$ cat src/rtl/mru_list.sv
// rtl/mru_list.sv - most-recently-used value list with rate-limited push/read commands
module mru_list #(
    parameter int          DEPTH   = 8,
    parameter int          WIDTH   = 16,
    parameter int unsigned HOLDOFF = 100000000,
    localparam int         IDXW    = $clog2(DEPTH),
    localparam int         CNTW    = $clog2(DEPTH + 1)
) (
    input  logic             clk,
    input  logic             rst_n,
    input  logic             en,
    input  logic             push,
    input  logic [WIDTH-1:0] push_data,
    input  logic             rd,
    input  logic [IDXW-1:0]  rd_idx,
    input  logic             clr,
    output logic [WIDTH-1:0] rd_data,
    output logic             rd_valid,
    output logic [CNTW-1:0]  count,
    output logic             full,
    output logic             last_hit,
    output logic             busy
);

    typedef enum logic [1:0] {
        IDLE,
        SEARCH,
        SHIFT
    } state_t;

    state_t           state, state_nxt;
    logic [WIDTH-1:0] entry [DEPTH];
    logic [WIDTH-1:0] val;
    logic [IDXW-1:0]  ptr, ptr_nxt;
    logic [IDXW-1:0]  pos, pos_nxt;
    logic             hit, hit_nxt;
    logic [31:0]      push_cnt, rd_cnt;
    logic             push_acc, rd_acc;

    // clr wins over a push arriving in the same cycle, so that push is simply dropped
    assign push_acc = push && en && !clr && (push_cnt == '0) && (state == IDLE);
    assign rd_acc   = rd && en && (rd_cnt == '0);
    assign full     = (count == CNTW'(DEPTH));
    assign busy     = (state != IDLE);

    always_ff @(posedge clk or negedge rst_n) begin
        if (!rst_n)
            state <= IDLE;
        else if (en)
            state <= state_nxt;
    end

    always_comb begin
        state_nxt = state;
        ptr_nxt   = ptr;
        pos_nxt   = pos;
        hit_nxt   = hit;
        case (state)
            IDLE: begin
                if (push_acc) begin
                    ptr_nxt = '0;
                    hit_nxt = 1'b0;
                    if (count == '0) begin
                        pos_nxt   = '0;
                        state_nxt = SHIFT;
                    end else begin
                        state_nxt = SEARCH;
                    end
                end
            end
            SEARCH: begin
                if (entry[ptr] == val) begin
                    pos_nxt   = ptr;
                    hit_nxt   = 1'b1;
                    state_nxt = SHIFT;
                end else if (CNTW'(ptr) == count - CNTW'(1)) begin
                    // miss: append behind the tail, or overwrite the oldest slot when full
                    hit_nxt   = 1'b0;
                    pos_nxt   = full ? IDXW'(DEPTH - 1) : IDXW'(count);
                    state_nxt = SHIFT;
                end else begin
                    ptr_nxt = ptr + IDXW'(1);
                end
            end
            SHIFT:   state_nxt = IDLE;
            default: state_nxt = IDLE;
        endcase
        if (clr)
            state_nxt = IDLE;
    end

    always_ff @(posedge clk or negedge rst_n) begin
        if (!rst_n) begin
            for (int i = 0; i < DEPTH; i++)
                entry[i] <= '0;
            val      <= '0;
            ptr      <= '0;
            pos      <= '0;
            hit      <= 1'b0;
            count    <= '0;
            last_hit <= 1'b0;
            rd_data  <= '0;
            rd_valid <= 1'b0;
            push_cnt <= '0;
            rd_cnt   <= '0;
        end else if (en) begin
            ptr      <= ptr_nxt;
            pos      <= pos_nxt;
            hit      <= hit_nxt;
            rd_valid <= rd_acc;
            if (push_acc)
                val <= push_data;
            if (rd_acc)
                rd_data <= (CNTW'(rd_idx) < count) ? entry[rd_idx] : '0;

            if (push_acc)
                push_cnt <= HOLDOFF;
            else if (push_cnt != '0)
                push_cnt <= push_cnt - 32'd1;
            if (rd_acc)
                rd_cnt <= HOLDOFF;
            else if (rd_cnt != '0)
                rd_cnt <= rd_cnt - 32'd1;

            if (clr) begin
                for (int i = 0; i < DEPTH; i++)
                    entry[i] <= '0;
                count    <= '0;
                last_hit <= 1'b0;
            end else if (state == SHIFT) begin
                for (int i = 1; i < DEPTH; i++)
                    if (i <= int'(pos))
                        entry[i] <= entry[i-1];
                entry[0] <= val;
                if (!hit && (count < CNTW'(DEPTH)))
                    count <= count + CNTW'(1);
                last_hit <= hit;
            end
        end else begin
            rd_valid <= 1'b0;
        end
    end

endmodule

$ cat config.mk
export PLATFORM = sky130hd
export DESIGN_NAME = mru_list
export DESIGN_NICKNAME = d
export VERILOG_FILES = /design/src/rtl/mru_list.sv
export SDC_FILE = /design/constraint.sdc
export NUM_CORES = 1
export LEC_CHECK = 0
export BUFFER_PORTS_ARGS = -buffer_cell sky130_fd_sc_hd__buf_2
export CELL_PAD_IN_SITES_DETAIL_PLACEMENT = 0
export CELL_PAD_IN_SITES_GLOBAL_PLACEMENT = 1
export CORE_UTILIZATION = 52
export DETAILED_ROUTE_END_ITERATION = 10
export GPL_TIMING_DRIVEN = 0
export PLACE_DENSITY = 0.85
export SYNTH_ARGS = -nofsm -noshare
export SYNTH_HDL_FRONTEND = slang
export SYNTH_SLANG_ARGS = --single-unit
$ cat constraint.sdc
create_clock -name clk -period 7.5 [get_ports clk]
set_input_delay 0.375 -clock clk [delete_from_list [all_inputs] [get_ports clk]]
set_output_delay 0.375 -clock clk [all_outputs]
set_load 0.005 [all_outputs]
==> summary.txt, run 1 <==
Outcome
  • Outcome: finished, final reports clean

Routing
  • Wirelength, routed: 33,000 um
  • DRT iter0 DRCs: 786
  • Drt via density: 5.78
  • DRT Pass-1 Iters: 5
  • Detail Route Antenna Nets: 0
  • Routed WL per cell: 19.2 um
  • Drt drc: 0
  • Via count: 9,967

Min path
  • Hold endpoint: val[12]
  • Hold Crit Depth: 3
  • Hold path startpoint: push_data[12]
  • Worst min path class: in -> reg

Yosys
  • Ys Warns: 0
  • Syn nets: 1,337
  • Count of cell types in the netlist: 52
  • Avg Synthesized Cell Area: 9.86 sq um
  • Compound-Gate Fraction of Synth Area: 0.103
  • Mux cell area share after synthesis: 0.136
  • Largest family of logic cells by synthesized area: simple AND/OR/NAND/NOR gates
  • Simple-gate share of the synthesized area: 0.221
  • Adder-cell share of the synthesized area: 0.00876
  • Async S/R FF share, synth: 1.00
  • Cell Area, Synth: 0.0128 sq mm
  • Syn Inst Count: 1,303
  • Post-synthesis sequential area ratio: 0.465
  • Post-synth EDFFs: 0
  • XOR/XNOR share of the synthesized area: 0.0368
  • Seq cells post-synth: 239
  • Dominant synthesized flop cell: dfrtp_1

Power and ir drop
  • Maximum VDD drop: 0.000223 V
  • P_leak: 6.18 nW
  • Pwr Density: 244 mW/mm^2

Final layout
  • Share of layout cells above drive strength 1: 0.133
  • ANT cells: 0
  • Final Util: 0.595
  • Nets: 1,415
  • Area growth syn-to-layout: 12.3%
  • Most frequent cells in the layout: nand2_1, dfrtp_1, o21ai_0
  • Most common cell after layout, fill and taps aside: nand2_1
  • Final instance area: 0.0144 sq mm

Die
  • Total core area: 0.0242 sq mm
  • Initial Util: 0.530
  • Std-Cell Rows: 57
  • Full die area: 0.0253 sq mm
  • Top-Level Pins: 49
  • Die X: 159 um
  • Height of the die: 159 um

STA
  • Max transition margin: 0.303
  • Final count of hold timing violations: 0
  • Highest Clock Rate: 265 MHz
  • Crit path time final: 3.77 ns
  • Fin crit share: 0.503
  • RSZ-0062 raised after global routing: no
  • Actual slew at the worst max-slew pin: 1.05 ns
  • Setup TNS: 0 ns
  • Slew Viols, Final: 0
  • Clk_skew: 0.0204 ns
  • Setup-failing EPs final: 0

Global routing
  • First-pass GRT wire length: 53,700 um
  • GRT Total Usage: 0.270
  • Initial antenna violation count: 0
  • GR Overflow Total: 0
  • Largest net degree at the start of global routing: 98
  • Vias in the first global route: 9,706

Clocking
  • CTS Buf Count: 27
  • Root Buffer: clkbuf_16
  • Post_cts resized: 0
  • H-tree depth: 1
  • Clk sinks: 239
  • Skew-Pair Late Insertion Delay: 0.54 ns
  • Post-CTS Setup Repair Bufs: 0
  • TritonCTS clock tree: built
  • CTS max path bufs: 3
  • Clock transition at the registers of the reported paths: 0.06 ns

Placement
  • IO buf count: 46
  • Final Wtd Congestion: 0.883
  • DP Area: 0.0135 sq mm
  • Post-DP HPWL: 24,900 um

Critical path
  • Startpoint types: register
  • FF-to-FF Start: ptr[0]
  • Setup CP Type: reg -> reg
  • FF-to-FF setup slack: 3.73 ns
  • Reg2reg end: hit
  • Critical Path Sink Type: register
  • Crit path max fanout: 10
  • Worst R2R Path Depth: 12
  • Crit path arrival time: 4.24 ns
  • Crit path required time: 7.96 ns

Run
  • Max-Cap Viols: 0
worst max path at each step:
stage	startpoint	end	slack [ns]	cells past startpoint
3_3_place_gp	rst_n	val[8]	1.79	1
2_1_floorplan	ptr[0]	pos[2]	4.65	12
5_1_grt	ptr[0]	hit	3.45	12
4_1_cts	ptr[0]	hit	3.74	12
6_report	ptr[0]	hit	3.73	12
3_5_place_dp	ptr[0]	pos[1]	3.78	12
routing by layer:
layer  global-route usage  wire length, um  up-vias
li1                     -                -     4729
met1                0.383            14800     4890
met2                0.428            15100      302
met3               0.0589             2480       46
met4               0.0599              588        0
met5                    0                0        -
timing repair:
action,in CTS,in global routing
hold buffers,1,0
endpoints found under the hold margin,49,0
setup endpoints to repair,0,0
critical path, cell delays in order (launching register included):
cell      delay, ns
dfrtp_1        0.35
clkbuf_1       0.22
buf_2          0.34
buf_2          0.40
mux4_2         0.54
mux2i_1        0.37
xnor2_1        0.11
nor4_1         0.28
nand2_1        0.24
or2_2          0.33
clkbuf_1       0.18
o21ai_0        0.18
a22o_1         0.15
cells by family (layout without fill, tap and decap cells):
family                   Yosys count  after routing
multiplexers                     112            112
flip-flops                       239            239
adder cells (fa/ha/maj)            9              9
buffers and inverters             96            192
XOR/XNOR                          54             54
AO/OA/AOI/OAI                    222            222
AND/OR/NAND/NOR                  571            571
cell type report:
cell class,count,area (sq um)
repair buffers,49,305
fillers,2124,9810
well taps,324,405
multi-input cells,968,6490
plain buffers,79,310
clock buffers,34,752
clock inverters,13,124
inverters,17,63.8
flip-flops and latches,239,5980
per-stage QoR:
step / instances / hold WS [ns] / power, mW / setup slack, ns
after CTS: 1723 / 0.0319 / 3.54 / 3.74
after global placement: 1673 / 0.459 / 2.20 / 1.79
after detailed placement: 1675 / 0.318 / 2.22 / 3.78
final: 1723 / 0.0453 / 3.52 / 3.73
after global routing: 1723 / 0.0384 / 3.68 / 3.45
after floorplan: 1303 / 0.0794 / 2.03 / 4.65
registers in the layout, summed over array words and instances (netlist names), 2 cells and up:
name and cells:
rd_data 16, state 2, count 4, rd_cnt 32, ptr 3, val 16
push_cnt 32, entry 128, pos 3
synthesized netlist by cell type (12+ instances only):
| cell type | count | area [sq um] |
|---|---|---|
| nand2_1 | 245 | 920 |
| dfrtp_1 | 239 | 5980 |
| o21ai_0 | 141 | 706 |
| nand2b_1 | 118 | 738 |
| nor2_1 | 73 | 274 |
| clkbuf_1 | 61 | 229 |
| mux4_2 | 48 | 1080 |
| mux2i_1 | 46 | 460 |
| xnor2_1 | 41 | 359 |
| o31ai_1 | 22 | 165 |
| or3_1 | 22 | 138 |
| nor3_1 | 21 | 105 |
| mux2_2 | 18 | 203 |
| nand3_1 | 18 | 90.1 |
| nand3b_1 | 18 | 135 |
| inv_1 | 17 | 63.8 |
| nor4_1 | 13 | 81.3 |
| xor2_1 | 13 | 114 |
| o22ai_1 | 12 | 75.1 |
power by group:
group | leakage (nW) | internal, mW | switching [mW]
sequential | 3.26 | 1.43 | 0.141
combinational | 2.48 | 0.254 | 0.383
clock | 0.441 | 0.775 | 0.536
No activity file was read; power rests on OpenSTA's default activity.
==> inputs of run 2 (changes only) <==
- ABC_AREA: unset -> 1
- CORE_UTILIZATION: 52 -> 42
- PLACE_DENSITY: 0.85 -> 0.78
- clock period: 7.5 -> 3.3 ns (I/O delays scaled with it)
==> run 2 against run 1 <==
  * Register-to-register slack got worse by 3.5 ns
  * First-iteration DRC count rose by 92%
  * Utilization fell by 11 points
  * Maximum frequency rose by 23%
  * Via count rose by 41%
  * Highest routed layer is now met5
  * Hold slack improved by 0.019 ns
  * Routed wire length rose by 58%
  * Clock power rose to 2.6 times the previous value
  * Total power rose to 3.0 times the previous value
  * Final area rose by 10%
==> summary.txt, run 2 <==
Global routing
  • First-pass GRT wire length: 79,200 um (+47%)
  • GR Overflow Total: 0 (unchanged)
  • GRT Total Usage: 0.314 (+0.0440)
  • Initial antenna violation count: 1 (+1)
  • Vias in the first global route: 13,300 (+37%)
  • Largest net degree at the start of global routing: 87 (-11%)

Routing
  • Detail Route Antenna Nets: 0 (unchanged)
  • Via count: 14,000 (+41%)
  • Drt drc: 0 (unchanged)
  • Drt via density: 5.67 (-2.0%)
  • Wirelength, routed: 52,300 um (+58%)
  • Routed WL per cell: 21.1 um (+10%)
  • DRT iter0 DRCs: 1,513 (+92%)
  • DRT Pass-1 Iters: 6 (+1)

Clocking
  • TritonCTS clock tree: built
  • CTS Buf Count: 30 (+11%)
  • Clock transition at the registers of the reported paths: 0.06 ns (about the same)
  • Root Buffer: clkbuf_16
  • Clk sinks: 239 (unchanged)
  • H-tree depth: 1 (unchanged)
  • CTS max path bufs: 3 (unchanged)
  • Skew-Pair Late Insertion Delay: 0.57 ns (+0.03 ns)

Critical path
  • Reg2reg end: ptr[2]
  • Startpoint types: register
  • Worst R2R Path Depth: 16 (+4)
  • Crit path arrival time: 3.56 ns (-0.68 ns)
  • Critical Path Sink Type: register
  • Setup CP Type: reg -> reg
  • Crit path required time: 3.79 ns (-4.17 ns)
  • FF-to-FF setup slack: 0.23 ns (-3.50 ns)
  • Crit path max fanout: 10 (unchanged)
  • FF-to-FF Start: ptr[1]

Min path
  • Worst min path class: in -> reg
  • Hold Crit Depth: 3 (unchanged)
  • Hold endpoint: state[1]
  • Hold path startpoint: en

Final layout
  • Non-filler instance count after layout: 2,474 (+44%)
  • Most common cell after layout, fill and taps aside: nand2_1
  • Final Util: 0.490 (-0.106)
  • Most frequent cells in the layout: nand2_1, nand3_1, dfrtp_1
  • Share of layout cells above drive strength 1: 0.0812 (-0.0518)
  • Largest regs: entry x128, push_cnt x32, rd_cnt x32
  • Nets: 2,042 (+44%)
  • Max reg flops: 128 (unchanged)
  • Area growth syn-to-layout: 14.7%
  • Largest Register: entry
  • ANT cells: 0 (unchanged)

Yosys
  • Avg Synthesized Cell Area: 7.27 sq um (-26%)
  • Area contributors post-synth: dfrtp_1, nand2_1, nand3_1, o21ai_0, inv_1
  • Count of cell types in the netlist: 41 (-21%)
  • Post-synth EDFFs: 0 (unchanged)
  • Cell Area, Synth: 0.0139 sq mm (+8.0%)
  • Ys Warns: 0 (unchanged)
  • Post-synth top area share: 0.431 (-0.0347)
  • Top cells by count, synth: nand2_1, nand3_1, dfrtp_1
  • Count leader, synth: nand2_1
  • Async S/R FF share, synth: 1.00 (unchanged)
  • Syn Inst Count: 1,910 (+47%)
  • Post-synthesis sequential area ratio: 0.431 (-0.0347)
  • Seq cells post-synth: 239 (unchanged)
  • Post-synth top area cell: dfrtp_1
  • Syn nets: 1,944 (+45%)
  • Dominant synthesized flop cell: dfrtp_1

Placement
  • Post-DP HPWL: 39,100 um (+57%)
  • Final Wtd Congestion: 1.00 (+14%)
  • Post-place setup slack: 0.265 ns (-3.51 ns)
  • IO buf count: 46 (unchanged)
  • Placed Instances: 2,400 (+43%)

STA
  • Highest Clock Rate: 326 MHz (+23%)
  • Setup-failing EPs final: 0 (unchanged)
  • Crit path time final: 3.07 ns (-0.702 ns)
  • Final count of hold timing violations: 0 (unchanged)
  • Clk_skew: 0.0145 ns (-0.00588 ns)
  • Slew Viols, Final: 0 (unchanged)
  • Max transition margin: 0.391 (+0.0874)
  • Fin crit share: 0.931 (+0.428)
  • Worst hold slack: 0.0641 ns (+0.0188 ns)
  • Actual slew at the worst max-slew pin: 0.906 ns (-0.139 ns)
  • RSZ-0062 raised after global routing: no
  • Setup ws final: 0.228 ns (-3.50 ns)

Outcome
  • Outcome: finished, final reports clean

Power and ir drop
  • Maximum VDD drop: 0.000440 V (+97%)
  • P_leak: 7.48 nW (+21%)
  • Pwr Density: 655 mW/mm^2 (+170%)

Die
  • Die X: 184 um (+15%)
  • Total core area: 0.0325 sq mm (+34%)
  • Top-Level Pins: 49 (unchanged)
  • Full die area: 0.0338 sq mm (+33%)
  • Initial Util: 0.427 (-0.103)
  • Std-Cell Rows: 66 (+16%)
  • Height of the die: 184 um (+15%)

Run
  • Max-Cap Viols: 0 (unchanged)
## run 2: cell count changes after synthesis, moves of 17 or more
| cell | previous run | this run |
|---|---|---|
| or3_1 | 22 | 0 |
| nand2_1 | 245 | 373 |
| nand2b_1 | 118 | 0 |
| inv_1 | 17 | 230 |
| nand4_1 | 7 | 24 |
| nor2_1 | 73 | 157 |
| mux2_2 | 18 | 0 |
| a21oi_1 | 11 | 94 |
| mux2i_1 | 46 | 0 |
| o21ai_0 | 141 | 235 |
| xnor2_1 | 41 | 2 |
| mux4_2 | 48 | 0 |
| nand3_1 | 18 | 274 |
| o31ai_1 | 22 | 45 |
## run 2: stage by stage
stage | instance area (sq um) | power (mW) | setup TNS [ns]
floorplan | 13900 | 5.80 | 0
global placement | 14700 | 6.93 | -585.68
detailed placement | 14700 | 6.97 | 0
CTS | 15900 | 10.4 | 0
global route | 15900 | 11.0 | 0
finish | 15900 | 10.4 | 0
## run 2: logic make-up after synthesis
| logic type | count (synthesis) | share of synthesized area |
|---|---|---|
| simple gates | 894 | 0.290 |
| buf+inv | 341 | 0.0978 |
| xor+xnor | 18 | 0.0114 |
| flops | 239 | 0.431 |
| fa+ha+maj | 9 | 0.00811 |
| compound gates | 409 | 0.162 |
## run 2: critical path: stages (launching register included)
cell and delay, ns:
dfrtp_1 0.34, buf_2 0.30, clkbuf_1 0.67, nand3_1 0.18
nand3_1 0.25, nand2_1 0.08, nand2_1 0.06, nand2_1 0.09
inv_1 0.06, nand2_1 0.04, nor2_1 0.11, nand2_1 0.07
nor2_1 0.28, nand2_1 0.14, nand3_2 0.15, nand2_1 0.06
o21ai_0 0.09
## run 2: worst max path at each step
stage	slack, ns	end	cells after the start	startpoint
floorplan	1.19	push_cnt[19]	15	push_cnt[0]
global placement	-2.47	count[2]	1	rst_n
detailed placement	0.27	ptr[2]	16	ptr[1]
CTS	0.25	ptr[2]	16	ptr[1]
global route	0.07	ptr[2]	16	ptr[1]
finish	0.23	ptr[2]	16	ptr[1]
## run 2: layout make-up
type | instances | area [sq um]
plain buffers | 98 | 445
clock buffers | 42 | 887
well taps | 442 | 553
repair buffers | 66 | 475
multi-input cells | 1330 | 6540
flip-flops and latches | 239 | 5980
clock inverters | 14 | 129
inverters | 243 | 912
fillers | 3325 | 16600
## run 2: metal layers
layer / routed length, um / part of all wire / up-vias / GRT usage
li1: - / - / 6545 / -
met1: 22900 / 0.44 / 6698 / 0.432
met2: 22200 / 0.42 / 634 / 0.474
met3: 4620 / 0.088 / 140 / 0.0644
met4: 2490 / 0.048 / 2 / 0.142
met5: 13 / 0.00025 / - / 0
## run 2: timing repair
action	in CTS	in global routing
hold endpoints to repair	97	0
buffers inserted	0	0
gates resized for setup	0	0
hold buffers	18	0
## run 2: where the power goes
part           internal (mW)  leakage, nW  switching (mW)  total (mW)
clock                   2.02        0.505            1.37        3.39
sequential              3.37         3.09           0.404        3.78
combinational          0.927         3.88            2.33        3.26
==> inputs of run 3 (changes only) <==
--- a/config.mk
+++ b/config.mk
@@ -7,3 +7,2 @@
 export LEC_CHECK = 0
-export ABC_AREA = 1
 export BUFFER_PORTS_ARGS = -buffer_cell sky130_fd_sc_hd__buf_2
@@ -11,3 +10,3 @@
 export CELL_PAD_IN_SITES_GLOBAL_PLACEMENT = 1
-export CORE_UTILIZATION = 42
+export CORE_UTILIZATION = 45
 export DETAILED_ROUTE_END_ITERATION = 10
--- a/constraint.sdc
+++ b/constraint.sdc
@@ -3,2 +3,2 @@
 set_output_delay 0.165 -clock clk [all_outputs]
-set_load 0.005 [all_outputs]
+set_load 0.05 [all_outputs]
==> run 3 against run 2 <==
  * First-iteration DRC count fell by 59%
  * Hold slack got worse by 0.045 ns
  * Non-clock buffer count fell by 20
  * Combinational power fell by 53%
  * Cell count fell by 28%
==> summary.txt, run 3 (synthesized netlist as in run 1, its figures left out) <==
Global routing
  • First-pass GRT wire length: 55,200 um (-30%)
  • Vias in the first global route: 9,655 (-27%)
  • GRT Total Usage: 0.247 (-0.0676)
  • Initial antenna violation count: 0 (-1)
  • GR Overflow Total: 0 (unchanged)
  • Largest net degree at the start of global routing: 106 (+22%)

Critical path
  • Crit path arrival time: 3.52 ns (-0.04 ns)
  • FF-to-FF setup slack: 0.19 ns (-0.03 ns)
  • Setup CP Type: reg -> reg
  • Startpoint types: register
  • Worst R2R Path Depth: 11 (-5)
  • Crit path required time: 3.71 ns (-0.08 ns)
  • FF-to-FF Start: ptr[0]
  • Reg2reg end: pos[0]
  • Critical Path Sink Type: register
  • Crit path max fanout: 10 (unchanged)

Routing
  • Wirelength, routed: 34,500 um (-34%)
  • DRT iter0 DRCs: 625 (-59%)
  • Drt via density: 5.57 (-1.7%)
  • Routed WL per cell: 19.3 um (-8.8%)
  • DRT Pass-1 Iters: 7 (+1)
  • Via count: 9,988 (-29%)
  • Detail Route Antenna Nets: 0 (unchanged)
  • Drt drc: 0 (unchanged)

Final layout
  • Area growth syn-to-layout: 15.8%
  • Nets: 1,431 (-30%)
  • Max reg flops: 128 (unchanged)
  • ANT cells: 0 (unchanged)
  • Share of layout cells above drive strength 1: 0.144 (+0.0630)
  • FF+latch area: 0.00598 sq mm (about the same)
  • Most common cell after layout, fill and taps aside: nand2_1
  • Largest Register: entry
  • Most frequent cells in the layout: nand2_1, dfrtp_1, o21ai_0
  • Area used by multi-input combinational logic: 0.00662 sq mm (+1.1%)
  • Final Util: 0.533 (+0.0432)
  • Fillers: 2,579 (-22%)
  • Non-filler instance count after layout: 1,793 (-28%)
  • Largest regs: entry x128, push_cnt x32, rd_cnt x32

Power and ir drop
  • Maximum VDD drop: 0.000327 V (-26%)
  • Power, Total: 8.25 mW (-21%)
  • P_leak: 6.29 nW (-16%)
  • Pwr Density: 555 mW/mm^2 (-15%)

STA
  • Crit path time final: 3.11 ns (+0.0341 ns)
  • Highest Clock Rate: 322 MHz (-1.1%)
  • Max transition margin: 0.297 (-0.0939)
  • Setup-failing EPs final: 0 (unchanged)
  • RSZ-0062 raised after global routing: yes
  • Actual slew at the worst max-slew pin: 1.05 ns (+0.140 ns)
  • Fin crit share: 0.941 (+0.0103)
  • Slew Viols, Final: 0 (unchanged)
  • Clk_skew: 0.0137 ns (-0.000756 ns)
  • Setup TNS: 0 ns (unchanged)
  • Final count of hold timing violations: 0 (unchanged)

Clocking
  • Root Buffer: clkbuf_16
  • Skew-Pair Late Insertion Delay: 0.54 ns (-0.03 ns)
  • Clock transition at the registers of the reported paths: 0.06 ns (about the same)
  • TritonCTS clock tree: built
  • CTS Buf Count: 27 (-10%)
  • Clk sinks: 239 (unchanged)
  • CTS max path bufs: 3 (unchanged)
  • H-tree depth: 1 (unchanged)

Placement
  • IO buf count: 46 (unchanged)
  • Final Wtd Congestion: 0.905 (-9.9%)
  • Post-DP HPWL: 25,800 um (-34%)
  • Placed Instances: 1,729 (-28%)

Min path
  • Hold Crit Depth: 3 (unchanged)
  • Hold endpoint: rd_cnt[13]
  • Hold path startpoint: rd
  • Worst min path class: in -> reg

Die
  • Initial Util: 0.460 (+0.0333)
  • Total core area: 0.0279 sq mm (-14%)
  • Top-Level Pins: 49 (unchanged)
  • Full die area: 0.0292 sq mm (-13%)
  • Std-Cell Rows: 61 (-7.6%)
  • Die X: 171 um (-7.0%)
  • Height of the die: 171 um (-7.0%)

Run
  • Max-Cap Viols: 0 (unchanged)

Outcome
  • Outcome: finished, final reports clean
run 3: cell count changes in the layout (fill, tap and decap cells not counted), moves of 17 or more:
cell / before / now
or3_1: 0 / 22
a21oi_1: 94 / 11
nand4_1: 24 / 7
o21ai_0: 235 / 141
nor2_1: 157 / 73
nand2b_1: 0 / 118
xnor2_1: 2 / 41
mux4_2: 0 / 48
o31ai_1: 45 / 22
inv_1: 230 / 17
nand2_1: 373 / 245
mux2i_1: 0 / 41
mux2_2: 0 / 18
nand3_1: 274 / 16
run 3: power breakdown:
| group | leakage, nW | internal, mW | total [mW] | switching [mW] |
|---|---|---|---|---|
| sequential | 3.26 | 3.24 | 3.58 | 0.332 |
| clock | 0.445 | 1.92 | 3.14 | 1.21 |
| combinational | 2.58 | 0.604 | 1.54 | 0.939 |
| total | 6.29 | 5.77 | 8.25 | 2.48 |
run 3: worst max-delay path by stage:
| stage | slack, ns | from | cells after the start | to |
|---|---|---|---|---|
| floorplan | 0.45 | ptr[0] | 12 | pos[2] |
| global placement | -2.30 | rst_n | 1 | entry[122] |
| detailed placement | -0.43 | ptr[0] | 12 | pos[0] |
| CTS | 0.002 | ptr[1] | 11 | hit |
| global route | -0.01 | rd_cnt[15] | 9 | rd_cnt[4] |
| finish | 0.19 | ptr[0] | 11 | pos[0] |
run 3: area by class of cell:
class                   count  share of cell area
multi-input cells         968               0.445
flip-flops and latches    239               0.402
clock buffers              38              0.0515
repair buffers             67              0.0323
well taps                 378              0.0318
plain buffers              77              0.0229
clock inverters             9              0.0106
inverters                  17             0.00429
run 3: metal layers:
layer | part of all wire | GRT usage | vias up
li1 | - | - | 4758
met2 | 0.46 | 0.389 | 295
met3 | 0.065 | 0.0460 | 48
met4 | 0.017 | 0.0512 | 0
met5 | 0 | 0 | -
met1 | 0.46 | 0.353 | 4887
run 3: per-stage QoR:
step	hold slack (ns)	area, sq um	setup WS, ns
6_report	0.0191	14900	0.194
5_1_grt	0.0340	14900	-0.0106
4_1_cts	0.00465	14700	0.00233
3_5_place_dp	0.0941	13600	-0.434
3_3_place_gp	0.373	13600	-2.30
2_1_floorplan	-0.131	12800	0.445
run 3: critical path, cell delays in order (launching register included):
cell and delay (ns):
dfrtp_2 0.43, buf_6 0.20, buf_4 0.27, mux4_2 0.56
mux2i_4 0.21, xnor2_1 0.11, nor4_2 0.26, nand2_1 0.18
or2_2 0.31, clkbuf_1 0.18, mux2i_1 0.19, o22ai_1 0.08
run 3: timing repair:
item | in CTS | in global routing
setup endpoints to repair | 22 | 58
buffers inserted | 0 | 2
hold endpoints to repair | 152 | 0
gates resized for setup | 14 | 26
hold buffers | 17 | 0
pin swaps | 1 | 2
